File: config.mk
export PLATFORM = sky130hd
export DESIGN_NAME = uart_rx_async
export DESIGN_NICKNAME = d
export VERILOG_FILES = /design/src/rtl/uart_pkg.sv /design/src/rtl/uart_sync_bit.sv /design/src/rtl/uart_rx_async.sv
export SDC_FILE = /design/constraint.sdc
export NUM_CORES = 1
export LEC_CHECK = 0
export ABC_AREA = 1
export CORE_MARGIN = 1.5
export CORE_UTILIZATION = 49
export DETAILED_ROUTE_END_ITERATION = 6
export PLACE_DENSITY = 0.77
export SLEW_MARGIN = 20
export SYNTH_ARGS = -nofsm -noshare
export SYNTH_HDL_FRONTEND = slang
export SYNTH_SLANG_ARGS = --single-unit
export TNS_END_PERCENT = 1
File: constraint.sdc
create_clock -name clk -period 3.8 [get_ports clk]
set_input_delay 0.57 -clock clk [delete_from_list [all_inputs] [get_ports clk]]
set_output_delay 0.57 -clock clk [all_outputs]
set_load 0.01 [all_outputs]
File: src/rtl/uart_pkg.sv
// Shared UART receiver definitions: FSM states, oversampling constants and parity helper.
package uart_pkg;

    typedef enum logic [2:0] {
        IDLE,
        START,
        DATA,
        PARITY,
        STOP
    } rx_state_t;

    localparam int OVS        = 16;
    localparam int MID_SAMPLE = 7;

    // Parity bit a correct transmitter sends for the given XOR of the data bits.
    function automatic logic parity_expected(input logic data_xor, input logic odd_n_even);
        return data_xor ^ odd_n_even;
    endfunction

endpackage

File: src/rtl/uart_sync_bit.sv
// Single-bit multi-flop synchronizer for an asynchronous input; resets to 1 (idle line level).
module uart_sync_bit #(
    parameter int SYNC_STAGES = 2
) (
    input  logic clk,
    input  logic reset_n,
    input  logic d,
    output logic q
);

    logic [SYNC_STAGES-1:0] chain;

    always_ff @(posedge clk or negedge reset_n) begin
        if (!reset_n) begin
            chain <= '1;
        end else begin
            chain <= {chain[SYNC_STAGES-2:0], d};
        end
    end

    assign q = chain[SYNC_STAGES-1];

endmodule

File: src/rtl/uart_rx_async.sv
// UART receiver with 16x oversampling, 7/8 data bits, optional parity and sticky error flags.
// Optional feature: UART_RX_GLITCH_FILTER_EN enables 2-of-3 majority sampling around mid-bit.
module uart_rx_async #(
    parameter int SYNC_STAGES = 2
) (
    input  logic       clk,
    input  logic       reset_n,
    input  logic       baud_pulse,
    input  logic       rx,
    input  logic       bit8,
    input  logic       parity_en,
    input  logic       odd_n_even,
    input  logic       rd_byte,
    input  logic       clr_err,
    output logic [7:0] rx_byte,
    output logic       rx_rdy,
    output logic       parity_err,
    output logic       framing_err,
    output logic       overflow
);

    import uart_pkg::*;

    localparam logic [3:0] CNT_LAST = 4'(OVS - 1);

    rx_state_t  state;
    rx_state_t  state_nxt;
    logic       rx_s;
    logic       sample;
    logic       decide;
    logic [3:0] cnt;
    logic [2:0] bit_idx;
    logic [2:0] last_idx;
    logic [7:0] shreg;
    logic       data_xor;
    logic       par_pend;
    logic       deliver;
    logic       start_det;
    logic       data_take;
    logic       data_last;
    logic       par_take;
    logic       stop_take;
    logic       accept;

    uart_sync_bit #(
        .SYNC_STAGES (SYNC_STAGES)
    ) u_sync (
        .clk     (clk),
        .reset_n (reset_n),
        .d       (rx),
        .q       (rx_s)
    );

`ifdef UART_RX_GLITCH_FILTER_EN
    // The counter keeps running through decisions, so the last majority tap doubles as the decision point.
    localparam logic [3:0] TAP0_CNT   = 4'(MID_SAMPLE);
    localparam logic [3:0] TAP1_CNT   = 4'(MID_SAMPLE + 1);
    localparam logic [3:0] DECIDE_CNT = 4'(MID_SAMPLE + 2);

    logic [1:0] hist;

    always_ff @(posedge clk or negedge reset_n) begin
        if (!reset_n) begin
            hist <= '0;
        end else if (baud_pulse) begin
            if (cnt == TAP0_CNT) hist[0] <= rx_s;
            if (cnt == TAP1_CNT) hist[1] <= rx_s;
        end
    end

    assign sample = (hist[0] & hist[1]) | (hist[0] & rx_s) | (hist[1] & rx_s);
`else
    localparam logic [3:0] DECIDE_CNT = 4'(MID_SAMPLE);

    assign sample = rx_s;
`endif

    assign decide   = baud_pulse && (cnt == DECIDE_CNT);
    assign last_idx = bit8 ? 3'd7 : 3'd6;

    always_ff @(posedge clk or negedge reset_n) begin
        if (!reset_n) begin
            state <= IDLE;
        end else begin
            state <= state_nxt;
        end
    end

    always_comb begin
        state_nxt = state;
        start_det = 1'b0;
        data_take = 1'b0;
        data_last = 1'b0;
        par_take  = 1'b0;
        stop_take = 1'b0;
        case (state)
            IDLE: begin
                if (baud_pulse && !rx_s) begin
                    state_nxt = START;
                    start_det = 1'b1;
                end
            end
            START: begin
                if (decide) state_nxt = sample ? IDLE : DATA;
            end
            DATA: begin
                if (decide) begin
                    data_take = 1'b1;
                    if (bit_idx == last_idx) begin
                        data_last = 1'b1;
                        state_nxt = parity_en ? PARITY : STOP;
                    end
                end
            end
            PARITY: begin
                if (decide) begin
                    par_take  = 1'b1;
                    state_nxt = STOP;
                end
            end
            STOP: begin
                if (decide) begin
                    stop_take = 1'b1;
                    state_nxt = IDLE;
                end
            end
            default: state_nxt = IDLE;
        endcase
    end

    // Sample counter runs modulo 16 from the start-bit detection pulse.
    always_ff @(posedge clk or negedge reset_n) begin
        if (!reset_n) begin
            cnt <= '0;
        end else if (start_det) begin
            cnt <= '0;
        end else if (baud_pulse && state != IDLE) begin
            cnt <= (cnt == CNT_LAST) ? 4'd0 : cnt + 4'd1;
        end
    end

    always_ff @(posedge clk or negedge reset_n) begin
        if (!reset_n) begin
            bit_idx  <= '0;
            shreg    <= '0;
            data_xor <= 1'b0;
            par_pend <= 1'b0;
            deliver  <= 1'b0;
        end else begin
            deliver <= stop_take;
            if (start_det) begin
                bit_idx  <= '0;
                data_xor <= 1'b0;
            end
            if (data_take) begin
                data_xor <= data_xor ^ sample;
                // In 7-bit mode the final shift also drops a 0 into bit 7.
                if (data_last && !bit8) begin
                    shreg <= {1'b0, sample, shreg[7:2]};
                end else begin
                    shreg <= {sample, shreg[7:1]};
                end
                if (data_last) begin
                    bit_idx  <= '0;
                    par_pend <= 1'b0;
                end else begin
                    bit_idx <= bit_idx + 3'd1;
                end
            end
            if (par_take) begin
                par_pend <= (sample != parity_expected(data_xor, odd_n_even));
            end
        end
    end

    assign accept = deliver && !(rx_rdy && !rd_byte);

    always_ff @(posedge clk or negedge reset_n) begin
        if (!reset_n) begin
            rx_byte     <= '0;
            rx_rdy      <= 1'b0;
            parity_err  <= 1'b0;
            framing_err <= 1'b0;
            overflow    <= 1'b0;
        end else begin
            if (accept) begin
                rx_byte <= shreg;
                rx_rdy  <= 1'b1;
            end else if (rd_byte && !deliver) begin
                rx_rdy <= 1'b0;
            end

            if (accept && par_pend)          parity_err <= 1'b1;
            else if (clr_err)                parity_err <= 1'b0;

            if (stop_take && !sample)        framing_err <= 1'b1;
            else if (clr_err)                framing_err <= 1'b0;

            if (deliver && !accept)          overflow <= 1'b1;
            else if (clr_err)                overflow <= 1'b0;
        end
    end

endmodule

==> reports/results.ini <==
[global_route]
grt_antenna_before_repair=0
grt_pass1_wl_mm=5.30
grt_start_max_net_pins=36
grt_use_total_pct=17.1
first_global_vias=1230
globalRouteOverflowTotal=0

[synthesis]
syn-num-nets=204
syn-cell-area_mm2=0.00172
synth-seq-area-share_pct=51.1
proportion_of_register_bits_with_asynchronous_set_or_reset_after_synthesis_pct=100
synth-edff-count=0
number_of_unique_standard_cell_types_used_by_synthesis=29
synth_cells=193
top_flip_flop_cell_by_instance_count_after_synthesis=sky130_fd_sc_hd__dfrtp_1
synth_seq_cells=35
yosys_warnings=0
synth_area_per_cell_um2=8.91

[floorplanning]
fp-row-count=21
chipWidth_um=62.2
die_h_um=62.2
starting_density_pct=51.1
die-area_mm2=0.00387
core_area_mm2=0.00336
design.portCount=21

[timing]
slew_headroom_pct=72.1
worst-slew-pin-transition_ns=0.418
layout_worst_path_cycle_share_pct=47.2
finClkSkew_ns=0.0116
setup_total_negative_slack_ns=0
report.final.hold_viol_count=0
final.min_clock_period_ns=1.79
fmaxAchievable_ghz=0.558
slew_violations=0
rsz_0062_raised_after_global_routing=no
holdWs_ns=0.346
timing.final.setup_violations=0
timing.final.ws_setup_ns=2.01

[worst_setup_path]
worst_ep_required_ns=3.23
worst_path_buffer_plus_inverter_count=1
critical_path.cell_chain=clkdlybuf4s50_1
critical_path.startpoint_type=register
critical_path.max_fanout=2
critPathMaxStageDelay_ns=0.55
critical_path_arrival_ns=1.22
ws_path_type=register to output pin
worst_r2r_path_depth=6
cp_top_family=buffers and inverters
setup.worst_path.end_class=output pin
path_depth=1
crit_slowest_cell=sky130_fd_sc_hd__clkdlybuf4s50_1

[layout]
number_of_nets_in_the_finished_design=229
n_antenna_cell=0
area.growth.synth_to_final_pct=17.2
final_layout_size_suffix_gt1_share_pct=9.63

[clocking]
clk_transition_reported_paths_ns=0.10
ctsRootBufferMaster=sky130_fd_sc_hd__clkbuf_4
cts.hold.buffers_added=0
cts-htree-levels=2
cts_tree=built
post-cts-setup-buffer-count=0
cts_inserted_buffers=5
cts_num_sinks=35
cts-resized-gates=0
max-clock-path-buffers=2
clock_latency_ns=0.32

[power]
maximum_resistive_drop_on_vdd_mv=0.238
p_leak_uw=0.000981
p_per_area_mw_per_mm2=430

[detailed_routing]
drt_drc_violations_left=0
route.detailed.wl_per_inst_um=11.0
drt-initial-drc-count=64
routed-via-count=1327
detail_route.first_pass.iterations=4
routed_via_density=5.03
totalWireLength_mm=2.91
postRouteAntennaNets=0

[placement]
place_congestion=0.830
total_half_perimeter_wirelength_after_legalization_and_detailed_placement_mm=2.19
port_buffers=20
place_worst_setup_slack_ns=1.67

[worst_hold_path]
min-delay-path-class=register to register
hold_path_depth=0

[status]
outcome=completed

[run]
max_cap_violations=0

==> synth_stat cells, types with 4 or more instances <==
cell / count / area (µm²)
sky130_fd_sc_hd__nand4_1: 8 / 50.1
sky130_fd_sc_hd__xor2_1: 4 / 35.0
sky130_fd_sc_hd__nand2_1: 47 / 176
sky130_fd_sc_hd__nor2_1: 6 / 22.5
sky130_fd_sc_hd__inv_1: 26 / 97.6
sky130_fd_sc_hd__o21ai_0: 12 / 60.1
sky130_fd_sc_hd__o21ai_1: 4 / 20.0
sky130_fd_sc_hd__nand3_1: 25 / 125
sky130_fd_sc_hd__dfrtp_1: 33 / 826
==> layer usage <==
metal / part of all wire (%) / track usage, %
met5: 0 / 0
met4: 1.4 / 7.78
met3: 4.0 / 3.62
met2: 46 / 26.4
met1: 48 / 23.2
==> worst reg2reg max path: cells and delay by family, from the launching register on <==
kind | cells | cell delay [ns]
compound gates | 2 | 0.21
fa+ha+maj | 1 | 0.25
buf+inv | 1 | 0.15
flops | 1 | 0.40
simple gates | 2 | 0.47
==> layout make-up <==
cell class	instances	area [µm²]
Timing Repair Buffer	21	208
Sequential cell	35	878
Fill cell	328	1350
Multi-Input combinational cell	126	706
Clock inverter	1	5.00
Tap cell	46	57.6
Inverter	29	109
Clock buffer	6	51.3
==> registers in the layout (all words and copies together), names as in the netlist, 2 cells and up <==
name / cells
cnt: 4
shreg: 8
state: 3
rx_byte: 8
u_sync.chain: 2
bit_idx: 3
==> power by group <==
part	total [µW]	switching (µW)	internal, µW	leakage, µW
Combinational	227	146	80.5	0.000476
Sequential	443	32.4	411	0.000471
Clock	197	111	85.7	0.0000341
Total	867	290	577	0.000981
==> cells in the final DEF (no fill, tap or decap), drive strengths merged <==
cell	instances
o21bai	2
clkbuf	6
o31ai	2
nand2	48
clkinv	2
clkdlybuf4s50	20
xor2	4
o22ai	1
o211ai	1
o21ai	17
nand3	28
ha	2
mux2	1
nand4	9
inv	28
dfrtp	33
buf	1
nor2	8
dfstp	2
a21oi	2
nor3	1
==> logic make-up after synthesis <==
group	after synthesis	synth area share, %
XOR/XNOR	4	2.04
buffers and inverters	32	7.86
AND/OR/NAND/NOR	94	28.6
adder cells (fa/ha/maj)	2	1.46
flip-flops	35	51.1
multiplexers	1	0.655
AO/OA/AOI/OAI	25	8.30
==> final timing paths <==
path	from	endpoint	slack, ns
worst max-delay path	framing_err$_DFFE_PN0P_	framing_err	2.01
worst min-delay path	u_sync.chain[0]$_DFF_PN1_	u_sync.chain[1]$_DFF_PN1_	0.35
worst max register to register	cnt[0]$_DFFE_PN0P_	bit_idx[2]$_DFFE_PN0P_	2.24
worst min register to register	u_sync.chain[0]$_DFF_PN1_	u_sync.chain[1]$_DFF_PN1_	0.35
max in group asynchronous	reset_n	u_sync.chain[0]$_DFF_PN1_	2.81
min in group asynchronous	reset_n	shreg[5]$_DFFE_PN0P_	0.65
==> stage by stage <==
step	util (%)	instances	instance area [µm²]	total power, µW
floorplan	-	193	1720	619
global placement	58.2	257	1960	676
detailed placement	58.2	257	1960	680
CTS	59.9	264	2010	880
global route	59.9	264	2010	935
finish	59.9	264	2010	867
Note: power is estimated with default switching activity, not from simulation.
==> RTL change 1 (config.mk and constraints unchanged) <==
`SYNC_STAGES` is set to 2 in 2 places; all go to 4.
--- a/src/rtl/uart_sync_bit.sv
+++ b/src/rtl/uart_sync_bit.sv
@@ -1,6 +1,6 @@
 // Single-bit multi-flop synchronizer for an asynchronous input; resets to 1 (idle line level).
 module uart_sync_bit #(
-    parameter int SYNC_STAGES = 2
+    parameter int SYNC_STAGES = 4
 ) (
     input  logic clk,
     input  logic reset_n,
--- a/src/rtl/uart_rx_async.sv
+++ b/src/rtl/uart_rx_async.sv
@@ -1,7 +1,7 @@
 // UART receiver with 16x oversampling, 7/8 data bits, optional parity and sticky error flags.
 // Optional feature: UART_RX_GLITCH_FILTER_EN enables 2-of-3 majority sampling around mid-bit.
 module uart_rx_async #(
-    parameter int SYNC_STAGES = 2
+    parameter int SYNC_STAGES = 4
 ) (
     input  logic       clk,
     input  logic       reset_n,
Check against the original RTL: same outputs for any inputs over 10 cycles, from zero or initial values and one cycle with reset_n low; that may be too few to reach the edited logic, so the function may still have changed.
==> RTL change 1 against the original RTL <==
  * Clock skew barely moved
  * Worst hold slack improved by 0.014 ns
  * Cell area barely moved
  * Critical endpoint is now shreg[7]
  * Worst setup slack got worse by 0.12 ns
  * Sequential cell count rose by 2
  * Register-to-register slack got worse by 0.22 ns
  * Non-clock buffer count did not move
  * Power fell by 6.5%
  * Synthesized area rose by 0.58%
  * Wire length rose by 7.1%
  * Highest routed layer unchanged
  * Critical path type is now in2reg
==> RTL change 1: results (changes against the original RTL) <==
Detailed routing
The via count is 1,358 (was 1,327). The length of routed met2 wiring is 1430 um (was 1350 um). The mean routed wirelength per cell was 11.5 um (was 11.0 um).

Cells and area
The share of layout cells above drive strength 1 is 0.102 (was 0.0963). The clock network area share was 0.0242 (was 0.0280). The layout net count is 235 (was 229). The total number of multi-input combinational cells is 132 (was 126). The count of inverters other than clock inverters in the layout is 27 (was 29). The number of clock buffer instances in the layout is 8 (was 6). The proportion of final cell area spent on non-clock buffers is 0.103 (about the same). The footprint of the multi-input gates is 664 sq um (was 706 sq um).

Timing
The slew at the pin closest to its max-slew limit is 0.470 ns (was 0.418 ns). The final critical delay including setup and external delays is 1.91 ns (was 1.79 ns). The worst clock skew is 0.0120 ns (was 0.0116 ns).

Global routing
The global-route total usage across every layer is 0.190 (was 0.171). The via count of the first global-routing pass came to 1,325 (was 1,230). The wire length of the first global-routing pass came to 5710 um (was 5300 um). The routing usage on met2 is 0.284 (was 0.264). The pin count of the biggest net entering global routing is 38 (was 36). The met3 demand-to-capacity share in global routing is 0.0703 (was 0.0362). The met1 usage in global routing is 0.244 (was 0.232).

Logic synthesis
The post-synthesis share of cell area spent on full adders, half adders and majority gates is 0.0145 (was 0.0146). The xor and xnor fraction of the mapped netlist area is 0.0152 (was 0.0204). The proportion of synthesized chip area in sequential cells is 0.538 (was 0.511). The fraction of the mapped netlist area in compound gates is 0.0789 (was 0.0830). Top cells by area, synth: dfrtp_1 (48%), nand2_1 (13%), dfstp_2 (6.1%), nand3_1 (5.2%), inv_1 (5.2%) (was dfrtp_1 (48%), nand2_1 (10%), nand3_1 (7.3%), inv_1 (5.7%), o21ai_0 (3.5%)). Leading cell types by count after synthesis: nand2_1 (60), dfrtp_1 (33), inv_1 (24) (was nand2_1 (47), dfrtp_1 (33), inv_1 (26)).

Run status
Status: completed (unchanged).

Critical path
The endpoint of the worst register-to-register path is shreg[7] (was bit_idx[2]). The data arrival time of the critical path is 2.13 ns (was 1.22 ns).

Clock tree
The clock latency reported for the late side of the worst-skew pair came to 0.35 ns (was 0.32 ns). The number of sinks on the clock net is 37 (was 35).

Place
The estimated wirelength of the detail-placed design was 2230 um (was 2190 um). The last weighted congestion value of the routability-driven placer was 0.809 (was 0.830).
-- RTL change 1: changes by cell type in the layout (fill, tap and decap cells not counted), moves of 2 or more --
cell / delta
o31ai_1: -2
nor2_4: +2
nand3_1: -7
clkbuf_1: +3
nand3_4: -2
inv_1: -2
o21ai_0: +4
dfstp_2: +2
o21bai_1: -2
o22ai_1: +2
xor2_1: -2
nor2_8: -2
nand2_1: +13
-- RTL change 1: power breakdown --
part	internal (uW)	total, uW	switching, uW
Combinational	54.6	156	102
Sequential	427	459	32.0
Clock	73.7	196	122
-- RTL change 1: through the flow --
| step | instances | hold slack, ns | util |
|---|---|---|---|
| 2_1_floorplan | 200 | 0.274 | - |
| 3_3_place_gp | 263 | 0.347 | 0.584 |
| 3_5_place_dp | 263 | 0.347 | 0.584 |
| 4_1_cts | 271 | 0.361 | 0.599 |
| 5_1_grt | 271 | 0.369 | 0.599 |
| 6_report | 271 | 0.360 | 0.599 |
-- RTL change 1: worst max-delay path by stage --
stage | from | to | cells past startpoint
6_report | baud_pulse | shreg[7] | 6
5_1_grt | baud_pulse | shreg[4] | 7
4_1_cts | baud_pulse | shreg[7] | 6
3_5_place_dp | baud_pulse | shreg[7] | 6
3_3_place_gp | baud_pulse | shreg[7] | 6
2_1_floorplan | bit8 | state[1] | 10
-- RTL change 1: cell families after synthesis --
group / count (synthesis)
DFF: 37
xor gates and xnor gates: 3
adders and majority gates: 2
and+or+nand+nor: 101
muxes: 1
buffers and inverters: 31
AOI/OAI and AO/OA: 25
-- RTL change 1: worst max-delay path, cell delays in order --
cell             delay, ns
clkdlybuf4s50_1       0.51
nand4_2               0.17
nor2_4                0.41
nand3_2               0.26
nand3_1               0.13
o21ai_0               0.08
==> RTL change 2 (config.mk and constraints unchanged) <==
Without the edit above. Register the output `overflow` once more, cleared by the reset; this adds one clock of latency there. The other outputs are not delayed to match.
--- a/src/rtl/uart_rx_async.sv
+++ b/src/rtl/uart_rx_async.sv
@@ -23,6 +23,8 @@
 
     localparam logic [3:0] CNT_LAST = 4'(OVS - 1);
 
+    logic overflow_s0;
+
     rx_state_t  state;
     rx_state_t  state_nxt;
     logic       rx_s;
@@ -181,7 +183,7 @@
             rx_rdy      <= 1'b0;
             parity_err  <= 1'b0;
             framing_err <= 1'b0;
-            overflow    <= 1'b0;
+            overflow_s0 <= 1'b0;
         end else begin
             if (accept) begin
                 rx_byte <= shreg;
@@ -196,8 +198,16 @@
             if (stop_take && !sample)        framing_err <= 1'b1;
             else if (clr_err)                framing_err <= 1'b0;
 
-            if (deliver && !accept)          overflow <= 1'b1;
-            else if (clr_err)                overflow <= 1'b0;
+            if (deliver && !accept)          overflow_s0 <= 1'b1;
+            else if (clr_err)                overflow_s0 <= 1'b0;
+        end
+    end
+
+    always_ff @(posedge clk or negedge reset_n) begin
+        if (!reset_n) begin
+            overflow <= '0;
+        end else begin
+            overflow <= overflow_s0;
         end
     end
 
Behaviour: same outputs for any inputs over 10 cycles, from zero or initial values and one cycle with reset_n low; that may be too few to reach the edited logic, so the function may still have changed.
==> RTL change 2 against the original RTL <==
  * Clock skew is 0.0022 ns lower
  * Critical path depth is 6 higher
  * Worst hold slack better by 0.018 ns
  * Sequential power is 5.4% higher
  * Synthesized area is 0.73% higher
  * Critical endpoint is now shreg[6]
  * Sequential cell count is 1 higher
  * Register-to-register slack worse by 0.25 ns
  * Cell area is 1.9% higher
  * Power is 6.5% higher
  * Wire length is 1.7% higher
  * Largest cell class unchanged
  * Worst setup slack worse by 0.22 ns
  * Non-clock buffer count stayed put
  * Core utilization is 1.2 points higher
  * Via count is 1.4% higher
==> RTL change 2: results (changes against the original RTL) <==
Run status
Status: completed (unchanged).

Timing
The final hold slack was 0.365 ns (was 0.346 ns). The maximum clock rate came to 498 MHz (was 558 MHz). The worst clock skew came to 0.00945 ns (was 0.0116 ns).

Global routing
The via count of the first global-routing pass came to 1,296 (was 1,230). The global-route total usage across every layer came to 0.177 (was 0.171). The routing usage on met2 is 0.288 (was 0.264). The pin count of the biggest net entering global routing is 37 (was 36). The met1 usage in global routing is 0.227 (was 0.232).

Place
The estimated wirelength of the detail-placed design was 2160 um (was 2190 um). The last weighted congestion value of the routability-driven placer is 0.829 (was 0.830). The placement-stage worst setup slack was 1.45 ns (was 1.67 ns).

Cells and area
The layout net count was 228 (was 229). The number of fill cells was 311 (was 328).

Logic synthesis
The distinct cell type count of the synthesized netlist was 28 (was 29). Top cells by area, synth: dfrtp_1 (49%), nand2_1 (11%), nand3_1 (5.2%), inv_1 (4.8%), o21ai_0 (4.3%) (was dfrtp_1 (48%), nand2_1 (10%), nand3_1 (7.3%), inv_1 (5.7%), o21ai_0 (3.5%)). Leading cell types by count after synthesis: nand2_1 (53), dfrtp_1 (34), inv_1 (22) (was nand2_1 (47), dfrtp_1 (33), inv_1 (26)). The proportion of synthesized chip area in sequential cells was 0.522 (was 0.511).

Pwr
The total power after layout is 923 uW (was 867 uW). The sequential power share is 0.506 (was 0.511). The clock share of power is 0.321 (was 0.227).

Critical path
The source of the critical timing path is baud_pulse (was framing_err). The length in cells of the worst reg-to-reg path was 7 (was 6). The reg-to-reg setup timing slack is 1.99 ns (was 2.24 ns). The worst-path maximum fanout is 20 (was 2).

Detailed routing
The first-iteration detailed-routing DRC count is 39 (was 64). The wire length reported by the detailed router came to 2960 um (was 2910 um).
RTL change 2: cells by family after synthesis:
family                     after synthesis  share of synthesized area
and+or+nand+nor                         98                      0.281
DFF                                     36                      0.522
buffers and inverters                   26                     0.0722
AOI/OAI and AO/OA                       25                     0.0838
xor gates and xnor gates                 4                     0.0202
adders and majority gates                2                     0.0144
muxes                                    1                    0.00650
RTL change 2: critical path, cell delays in order:
cell and delay [ns]:
clkdlybuf4s50_1 0.62, nand4_4 0.18, nor2_4 0.40, nand3_2 0.25, nand2_1 0.12, nand3_1 0.08
nand2_1 0.07
RTL change 2: layout make-up:
cell class	instances	area, sq um	area share
inverters	23	86.3	0.0420
multi-input cells	130	703	0.342
repair buffers	21	208	0.101
clock inverters	1	30.0	0.0146
well taps	46	57.6	0.0280
flip-flops and latches	36	903	0.440
clock buffers	7	65.1	0.0317
RTL change 2: per-layer routing:
metal / vias up / wire, um
met5: - / 0
met4: 0 / 55
met3: 5 / 125
met2: 29 / 1350
met1: 623 / 1420
li1: 688 / -
